## src/rtl/slow_spi_pkg.sv

```systemverilog
// Shared frame geometry and transmitter state encoding for the slow-FPGA
// control link.
package slow_spi_pkg;

    localparam int FRAME_BITS = 42;
    localparam int ADDR_W     = 10;
    localparam int DATA_W     = 32;
    localparam int BIT_W      = 6;

    typedef enum logic [1:0] {
        ST_IDLE = 2'd0,
        ST_LOW  = 2'd1,
        ST_HIGH = 2'd2,
        ST_GAP  = 2'd3
    } tx_state_e;

endpackage

```

## src/rtl/slow_spi_sync.sv

```systemverilog
// Two-flop synchronizer for the incoming sclk/data pair, with a registered
// sclk rising-edge flag and the data bit delayed to line up with that flag.
module slow_spi_sync (
    input  logic clk_i,
    input  logic resetn_i,
    input  logic sclk_i,
    input  logic dat_i,
    output logic rise_o,
    output logic dat_o
);

    logic [2:0] sclk_r;
    logic [2:0] dat_r;
    logic       rise_r;

    // Sync chains reset to the idle line levels so release never shows an edge.
    always_ff @(posedge clk_i or negedge resetn_i) begin
        if (!resetn_i) begin
            sclk_r <= 3'b111;
            dat_r  <= 3'b000;
            rise_r <= 1'b0;
        end else begin
            sclk_r <= {sclk_r[1:0], sclk_i};
            dat_r  <= {dat_r[1:0], dat_i};
            rise_r <= sclk_r[1] & ~sclk_r[2];
        end
    end

    assign rise_o = rise_r;
    assign dat_o  = dat_r[2];

endmodule

```

## src/rtl/slow_spi_slave.sv

```systemverilog
// Slow-FPGA end of the control link: master-clocked register-write receiver
// and slave-clocked readback transmitter, both in the clk_i domain.
module slow_spi_slave
    import slow_spi_pkg::*;
#(
    parameter int CLK_DIV = 10,
    parameter int TIMEOUT = 256,
    parameter int GAP     = 32
) (
    input  logic              clk_i,
    input  logic              resetn_i,
    output logic [ADDR_W-1:0] wr_adr_o,
    output logic [DATA_W-1:0] wr_dat_o,
    output logic              wr_stb_o,
    output logic              rx_err_o,
    input  logic              tx_req_i,
    input  logic [ADDR_W-1:0] tx_adr_i,
    input  logic [DATA_W-1:0] tx_dat_i,
    output logic              busy_o,
    input  logic              spi_sclk_i,
    input  logic              spi_dat_i,
    output logic              spi_sclk_o,
    output logic              spi_dat_o
);

    localparam int TO_W    = $clog2(TIMEOUT + 1);
    localparam int CNT_MAX = (CLK_DIV > GAP) ? CLK_DIV : GAP;
    localparam int CNT_W   = $clog2(CNT_MAX + 1);

    logic                  sclk_rise_s;
    logic                  rx_bit_s;
    logic [FRAME_BITS-1:0] rx_word_s;
    logic [FRAME_BITS-2:0] rx_shift_r;
    logic [BIT_W-1:0]      rx_cnt_r;
    logic [TO_W-1:0]       to_cnt_r;
    logic [ADDR_W-1:0]     wr_adr_r;
    logic [DATA_W-1:0]     wr_dat_r;
    logic                  wr_stb_r;
    logic                  rx_err_r;

    tx_state_e             tx_state_r, tx_state_s;
    logic [CNT_W-1:0]      tx_cnt_r, tx_cnt_s;
    logic [BIT_W-1:0]      tx_bit_r, tx_bit_s;
    logic [FRAME_BITS-1:0] tx_shift_r, tx_shift_s;
    logic                  tx_sclk_r;
    logic                  tx_dat_r;
    logic                  busy_r;

    slow_spi_sync u_sync (
        .clk_i    (clk_i),
        .resetn_i (resetn_i),
        .sclk_i   (spi_sclk_i),
        .dat_i    (spi_dat_i),
        .rise_o   (sclk_rise_s),
        .dat_o    (rx_bit_s)
    );

    // The final bit is taken straight from the sync stage so the strobe
    // leaves one register after the edge flag.
    assign rx_word_s = {rx_shift_r, rx_bit_s};

    // Receive shifter, bit counter and partial-frame timeout.
    always_ff @(posedge clk_i or negedge resetn_i) begin
        if (!resetn_i) begin
            rx_shift_r <= '0;
            rx_cnt_r   <= BIT_W'(0);
            to_cnt_r   <= TO_W'(0);
            wr_adr_r   <= ADDR_W'(0);
            wr_dat_r   <= DATA_W'(0);
            wr_stb_r   <= 1'b0;
            rx_err_r   <= 1'b0;
        end else begin
            wr_stb_r <= 1'b0;
            rx_err_r <= 1'b0;
            if (sclk_rise_s) begin
                rx_shift_r <= rx_word_s[FRAME_BITS-2:0];
                to_cnt_r   <= TO_W'(0);
                if (rx_cnt_r == BIT_W'(FRAME_BITS - 1)) begin
                    rx_cnt_r <= BIT_W'(0);
                    wr_stb_r <= 1'b1;
                    wr_adr_r <= rx_word_s[FRAME_BITS-1 -: ADDR_W];
                    wr_dat_r <= rx_word_s[DATA_W-1:0];
                end else begin
                    rx_cnt_r <= rx_cnt_r + BIT_W'(1);
                end
            end else if (rx_cnt_r != BIT_W'(0)) begin
                if (to_cnt_r == TO_W'(TIMEOUT - 1)) begin
                    to_cnt_r <= TO_W'(0);
                    rx_cnt_r <= BIT_W'(0);
                    rx_err_r <= 1'b1;
                end else begin
                    to_cnt_r <= to_cnt_r + TO_W'(1);
                end
            end else begin
                to_cnt_r <= TO_W'(0);
            end
        end
    end

    // Transmit FSM next-state: bit timing, bit index and frame shifter.
    always_comb begin
        tx_state_s = tx_state_r;
        tx_cnt_s   = tx_cnt_r;
        tx_bit_s   = tx_bit_r;
        tx_shift_s = tx_shift_r;
        case (tx_state_r)
            ST_IDLE: begin
                if (tx_req_i) begin
                    tx_state_s = ST_LOW;
                    tx_cnt_s   = CNT_W'(0);
                    tx_bit_s   = BIT_W'(0);
                    tx_shift_s = {tx_adr_i, tx_dat_i};
                end else begin
                    tx_state_s = ST_IDLE;
                end
            end
            ST_LOW: begin
                if (tx_cnt_r == CNT_W'(CLK_DIV - 1)) begin
                    tx_state_s = ST_HIGH;
                    tx_cnt_s   = CNT_W'(0);
                end else begin
                    tx_cnt_s = tx_cnt_r + CNT_W'(1);
                end
            end
            ST_HIGH: begin
                if (tx_cnt_r == CNT_W'(CLK_DIV - 1)) begin
                    tx_cnt_s = CNT_W'(0);
                    if (tx_bit_r == BIT_W'(FRAME_BITS - 1)) begin
                        tx_state_s = ST_GAP;
                    end else begin
                        tx_state_s = ST_LOW;
                        tx_bit_s   = tx_bit_r + BIT_W'(1);
                        tx_shift_s = {tx_shift_r[FRAME_BITS-2:0], 1'b0};
                    end
                end else begin
                    tx_cnt_s = tx_cnt_r + CNT_W'(1);
                end
            end
            ST_GAP: begin
                if (tx_cnt_r == CNT_W'(GAP - 1)) begin
                    tx_state_s = ST_IDLE;
                    tx_cnt_s   = CNT_W'(0);
                end else begin
                    tx_cnt_s = tx_cnt_r + CNT_W'(1);
                end
            end
            default: begin
                tx_state_s = ST_IDLE;
                tx_cnt_s   = CNT_W'(0);
            end
        endcase
    end

    // Transmit state register; line outputs are registered from the next state
    // so sclk and busy move in the cycle after a request is taken.
    always_ff @(posedge clk_i or negedge resetn_i) begin
        if (!resetn_i) begin
            tx_state_r <= ST_IDLE;
            tx_cnt_r   <= CNT_W'(0);
            tx_bit_r   <= BIT_W'(0);
            tx_shift_r <= '0;
            tx_sclk_r  <= 1'b1;
            tx_dat_r   <= 1'b0;
            busy_r     <= 1'b0;
        end else begin
            tx_state_r <= tx_state_s;
            tx_cnt_r   <= tx_cnt_s;
            tx_bit_r   <= tx_bit_s;
            tx_shift_r <= tx_shift_s;
            tx_sclk_r  <= (tx_state_s != ST_LOW);
            tx_dat_r   <= ((tx_state_s == ST_LOW) || (tx_state_s == ST_HIGH)) ?
                          tx_shift_s[FRAME_BITS-1] : 1'b0;
            busy_r     <= (tx_state_s != ST_IDLE);
        end
    end

    assign wr_adr_o   = wr_adr_r;
    assign wr_dat_o   = wr_dat_r;
    assign wr_stb_o   = wr_stb_r;
    assign rx_err_o   = rx_err_r;
    assign busy_o     = busy_r;
    assign spi_sclk_o = tx_sclk_r;
    assign spi_dat_o  = tx_dat_r;

endmodule
```

## config.mk

```make
export PLATFORM = sky130hd
export DESIGN_NAME = slow_spi_slave
export DESIGN_NICKNAME = d
export VERILOG_FILES = /design/src/rtl/slow_spi_pkg.sv /design/src/rtl/slow_spi_sync.sv /design/src/rtl/slow_spi_slave.sv
export SDC_FILE = /design/constraint.sdc
export NUM_CORES = 1
export LEC_CHECK = 0
export CORE_MARGIN = 2
export CORE_UTILIZATION = 30
export DETAILED_ROUTE_END_ITERATION = 8
export DONT_BUFFER_PORTS = 1
export GPL_TIMING_DRIVEN = 0
export HOLD_SLACK_MARGIN = 0.15
export PLACE_DENSITY_LB_ADDON = 0.05
export SLEW_MARGIN = 5
export SYNTH_ARGS = -nofsm -noshare
export SYNTH_HDL_FRONTEND = slang
export SYNTH_SLANG_ARGS = --single-unit
```

## constraint.sdc

```tcl
create_clock -name clk_i -period 5.1 [get_ports clk_i]
set_input_delay 0.255 -clock clk_i [delete_from_list [all_inputs] [get_ports clk_i]]
set_output_delay 0.255 -clock clk_i [all_outputs]
set_load 0.05 [all_outputs]
```

; ---- Word level (Yosys, flattened, before mapping)
; Cells that the tools add are included.
[word_totals]
word_cells = 79
out_inout_bits = 47
inputBits = 47
regBits = 166
[op_classes]
n_bitwise = 2
eq_ne = 14
n_mux = 30
n_addsub = 4
reduce_logical = 11
[op_table]
columns = operator, count
row1 = 42-bit 2-to-1 mux, 3
row2 = 42-bit case mux with 2 select lines, 1
row3 = 6-bit 2-to-1 mux, 9
row4 = 9-bit 2-to-1 mux, 3
row5 = "6-bit by 1-bit adder with 6-bit output, second input constant", 3
row6 = 6-bit case mux with 3 select lines, 1
row7 = "6-bit == test, second input constant", 2
row8 = 6-bit case mux with 2 select lines, 1
row9 = "9-bit by 1-bit adder with 9-bit output, second input constant", 1
row10 = "9-bit by 8-bit == test with 1-bit output, second input constant", 1
row11 = 2-bit 2-to-1 mux, 4
row12 = 2-bit case mux with 4 select lines, 1
row13 = 2-bit nonzero test, 4
row14 = 1-bit 2-to-1 mux, 7
row15 = "2-bit == test, second input constant", 3
row16 = "6-bit by 4-bit == test with 1-bit output, second input constant", 1
row17 = "6-bit by 5-bit == test with 1-bit output, second input constant", 1
row18 = "2-bit inequality test, second input constant", 3
row19 = 6-bit nonzero test, 1
row20 = "2-bit by 1-bit == test with 1-bit output, second input constant", 2
row21 = 2-bit AND reduction, 2
row22 = 4-bit AND reduction, 1
row23 = 2-bit logical NOT, 1
row24 = "2-bit by 1-bit inequality test with 1-bit output, second input constant", 1
row25 = other kinds (4), 4

; ---- Longest topological paths before layout
[depth]
ltp_word = 7
ltp_mapped = 10
ltp_nobuf = 9

; ---- Hierarchy
; Synthesis repeated with hierarchy kept, for this count alone.
[hier_totals]
hier_cells = 520
area_unflattened_um2 = 7094.3
[modules_own_cells]
columns = module, instances, seq_area_each_um2, area_per_inst_um2, cells_per_inst
row1 = slow_spi_slave, 1, 3980.1, 6901.6, 512
row2 = slow_spi_sync, 1, 178.9, 192.7, 8

; ---- Worst setup path after synthesis
; OpenSTA, ideal clock, no wires.
[synth_timing]
path_kind = reg-to-reg
from = register tx_state_r[0]
to = register tx_dat_r, in the netlist spi_dat_o
setup_time_ps = 82
stages_incl_launch_ff = 11
synth_period_minus_slack_ps = 2181
arrival_time_ps = 2099
path_buffers = 2
slack_ps = 2919
required_ps = 5018
cell_sequence = dfrtp_1 -> inv_1 -> ha_1 -> and2_1 -> clkbuf_1 -> clkbuf_1 -> o31ai_1 -> o21ai_0 -> ha_1 -> nand2b_1 -> o22ai_1
[synth_via]
elab_chain_cells = 5
elab_cells_between_ends = 13
cone_classes = 5 x eq/ne / 6 x mux / 2 x reduce/logical
[synth_lines]
columns = element, line
row1 = from (decl), slow_spi_slave.sv:41  ; tx_state_e tx_state_r, tx_state_s;
row2 = from (signal assigned), slow_spi_slave.sv:166  ; tx_state_r <= tx_state_s;
row3 = 2-bit == test (tied with other cells), slow_spi_slave.sv:106  ; case (tx_state_r)
row4 = 2-bit case mux with 4 select lines, slow_spi_slave.sv:106
row5 = 2-bit by 1-bit == test with 1-bit output or 2-bit == test (tied branches), slow_spi_slave.sv:171  ; tx_dat_r <= ((tx_state_s == ST_LOW) || (tx_state_s == ST_HIGH)) ?
row6 = 1-bit logical OR, slow_spi_slave.sv:171
row7 = 1-bit 2-to-1 mux *, slow_spi_slave.sv:171
row8 = to (signal assigned), slow_spi_slave.sv:171
row9 = to (decl), slow_spi_slave.sv:46  ; logic tx_dat_r;
; Every way passes the cells marked *; elsewhere a longest branch is shown, timed or not.
; A chain may end at the register's enable or synchronous reset.

; ---- Worst setup path after layout
[layout_timing]
from = register tx_state_r[1]
to = register tx_dat_r, in the netlist spi_dat_o
; Same word-level chain as after synthesis.

==> summary.txt <==
CTS
  – CTS Sinks: 166
  – Clock buffer depth: 2
  – CTS Hold Buffers Added: 47
  – Clk slew on worst S/H paths: 80 ps
  – CTS root buf: clkbuf_16
  – Total CTS buffers: 17
  – Clock insertion delay at the later pin of the skew report: 430 ps
  – Setup bufs post-CTS: 0
  – # resized after CTS: 0
  – H-tree depth: 4
  – CTS tree: done

Synthesis
  – Main flop type after synthesis: dfrtp_1
  – Post-Syn Instances: 527
  – YS warnings: 0
  – Asr flop ratio synth: 100%
  – Synth Area per Inst: 13.6 um^2
  – Post-synth net total: 587
  – Compound-Gate Fraction of Synth Area: 10.6%
  – Library cells used by synthesis: 50
  – Synth Area in XOR/XNOR: 0.854%
  – Post-synth EDFFs: 0
  – Mux contribution to synthesized area: 20.2%
  – Area of the mapped netlist: 7180 um^2
  – Post-Synth Adder-Cell Area: 2.27%
  – Simple-gate share of the synthesized area: 5.41%
  – Yosys reg bits: 166
  – Largest family of logic cells by synthesized area: multiplexers
  – Sequential fraction of the synthesis area: 58.0%

Power
  – Peak supply drop: 0.177 mV
  – Clock power frac: 44.1%
  – Sw Share: 26.1%
  – Cell-internal power: 2.23 mW
  – Logic pwr share: 7.4%
  – Sw Pwr: 0.789 mW
  – Pleak: 4.10 nW
  – Flop pwr share: 48.6%
  – Pwr dens: 348 nW/um^2

Worst setup path
  – Slowest cell delay on critical path: 440 ps
  – Data arrival, critical path: 3010 ps
  – Setup slack, reg-to-reg: 2440 ps
  – Worst setup EP type: flop
  – CP startpoint kind: flop
  – Origin of the worst setup path: tx_state_r[1]
  – Worst r2r dst: spi_dat_o
  – Worst R2R Path Depth: 10
  – CP Data Required Time: 5440 ps
  – Highest-delay cell along the critical path: dfrtp_1
  – Critical path type: flop to flop
  – Crit-path cells: inv_1 -> ha_1 -> and2_1 -> clkbuf_1 -> clkbuf_1 -> o31ai_1 -> o21ai_0 -> ha_1 -> nand2b_1 -> o22ai_1
  – Reg2reg start: tx_state_r[1]
  – Max FO, Critical Path: 10
  – Worst Setup EP: spi_dat_o

Routing
  – DR iter-0 viols: 140
  – Post-DR wirelength/cell: 15.8 um
  – Vias: 4334
  – Post-route ant nets: 0
  – WL final: 14600 um
  – Drt pass-1 iters: 4
  – DRC viols: 0
  – Avg Vias per Cell: 4.69

Global routing
  – Largest net degree at the start of global routing: 167
  – Initial antenna violation count: 0
  – Vias in the first global route: 4562
  – GRT Total Usage: 12.4%
  – Total grt overflow: 0
  – First-pass GRT wire length: 24300 um

STA
  – Final Cycle Share: 52.2%
  – Fmax: 375 MHz
  – Hold slack: 163 ps
  – Final setup fails: 0
  – Least-Margin Pin Slew: 846 ps
  – Relative slew slack: 43.6%
  – Final Max Tran Viols: 0
  – Final TNS setup: 0 ps
  – Unrepaired setup endpoints after global routing: no
  – Endpoints failing hold: 0
  – Worst clock skew: 14.5 ps
  – Min Tclk post-route: 2660 ps

Layout
  – Fill count: 2280
  – Area delta synth->final: 21.1%
  – Final #Nets: 653
  – Register area: 4160 um^2
  – Finished Layout Cells: 925
  – Final Cell Area: 8690 um^2
  – ANT cells: 0
  – Area of the multi-input gates: 2820 um^2
  – Share of cells above drive strength 1: 30.5%

Flow run
  – MaxCap Viol Count: 0

Placement
  – Post-DP Area: 7570 um^2
  – Placed cell count: 846
  – IO Port Bufs: 0
  – Placer Congestion: 0.702
  – DPL Wire Length: 9770 um

Floorplanning
  – Core footprint: 23500 um^2
  – I/O pin count: 94
  – Die width: 159 um
  – Initial core utilization: 30.6%
  – Die ar.: 25200 um^2
  – Cell Rows: 56
  – Die Y: 159 um

Run status
  – Run status: completed

Worst hold path
  – Hold crit path type: input port to flop
metrics by stage:
step,setup WS [ps],utilization (%),total power [mW]
after global routing,2140,37.0,3.18
after CTS,2430,37.0,3.08
after global placement,2470,32.3,1.65
after detailed placement,2470,32.3,1.66
after floorplan,2920,-,1.61
final,2440,37.0,3.02
cells in the mapped netlist, drive strengths merged (2+ instances only):
cell type	n	share of area [%]
o22ai	3	0.26
nand3	9	0.63
and2	2	0.17
mux2i	2	0.28
nand4	3	0.26
o21ai	15	1.0
o211ai	2	0.40
and3	2	0.17
o21bai	2	0.21
a21o	7	0.73
a21oi	9	0.63
nor4	3	0.26
buf	15	1.3
a221oi	3	0.37
a31oi	3	0.26
o31ai	4	0.42
inv	13	0.68
nand2	15	0.78
mux2	127	20
ha	13	2.3
a22o	41	5.0
nor3	2	0.14
or3	5	0.44
clkbuf	14	0.73
dfstp	4	1.5
nor2	14	0.73
dfrtp	162	56
xor2	4	0.49
nand2b	3	0.26
a41oi	2	0.24
xnor2	3	0.37
nor2b	4	0.35
or2	4	0.35
how the worst min path moves through the flow:
stage                         from             end  slack [ps]  depth (start not counted)
final                     tx_req_i  tx_shift_r[41]         160                          3
after global routing      tx_req_i  tx_shift_r[41]         180                          3
after CTS                 tx_req_i  tx_shift_r[41]         150                          3
after detailed placement  resetn_i   tx_state_r[1]         -30                          0
after global placement    resetn_i   tx_state_r[0]         -40                          0
after floorplan           resetn_i          busy_o         -40                          0
state kept, by name, summed over array words and instances, names as in the netlist:
name           count
to_cnt_r           9
wr_adr_o          10
u_sync.sclk_r      3
u_sync.rise_o      1
rx_cnt_r           6
wr_dat_o          32
tx_state_r         2
wr_stb_o           1
busy_o             1
u_sync.dat_r       3
rx_shift_r        41
tx_cnt_r           6
tx_bit_r           6
spi_dat_o          1
tx_shift_r        42
spi_sclk_o         1
rx_err_o           1
kinds of logic (layout without fill, tap and decap cells):
logic type | after synthesis | in the layout
compound gates | 98 | 98
xor+xnor | 7 | 7
fa+ha+maj | 13 | 13
buf+inv | 42 | 121
flops | 166 | 166
mux | 129 | 129
simple gates | 72 | 72
per-layer routing:
layer | part of all wire (%) | global-route usage, %
met1 | 48 | 16.5
met2 | 46 | 18.9
met3 | 5.7 | 4.63
met4 | 1.0 | 3.60
met5 | 0 | 0
area by class of cell:
| class | instances | share of cell area (%) |
|---|---|---|
| clock inverters | 15 | 2.33 |
| clock buffers | 17 | 4.89 |
| flip-flops and latches | 166 | 47.9 |
| multi-input cells | 319 | 32.5 |
| repair buffers | 47 | 5.61 |
| plain buffers | 29 | 1.66 |
| well taps | 319 | 4.59 |
| inverters | 13 | 0.561 |
layout by cell type (no fill, tap or decap), types with 3 or more instances in the layout:
cell type      Yosys  layout
dlygate4sd3_1      0      46
or2_2              4       4
xnor2_1            3       3
or3_1              5       5
buf_2             10      10
inv_1             13      13
nand2_1           15      15
a31oi_1            3       3
xor2_1             4       4
inv_8              0       5
nor4_1             3       3
ha_1              13      13
mux2_2           127     127
clkinv_8           0       5
o22ai_1            3       3
nand4_1            3       3
o21ai_0           15      15
a221oi_1           3       3
nand3_1            9       9
clkbuf_16          0      17
dfrtp_1          162     162
nor2b_1            4       4
nor2_1            14      14
clkbuf_1          14      14
a21o_1             7       7
o31ai_1            4       4
a22o_1            41      41
a21oi_1            9       9
dfstp_2            4       4
nand2b_1           3       3
critical path, delay by kind of cell, from the launching register on:
family                   cells  cell delay [ps]
AO/OA/AOI/OAI                3              670
adder cells (fa/ha/maj)      2              590
buffers and inverters        3              580
flip-flops                   1              440
AND/OR/NAND/NOR              2              320
power by group through the flow:
stage,Combinational [mW],Clock (mW),Sequential (mW)
floorplan,0.142,0,1.47
global placement,0.162,0,1.49
detailed placement,0.166,0,1.49
CTS,0.228,1.38,1.47
global route,0.254,1.44,1.48
finish,0.223,1.33,1.47
Note: power is estimated with default switching activity, not from simulation.
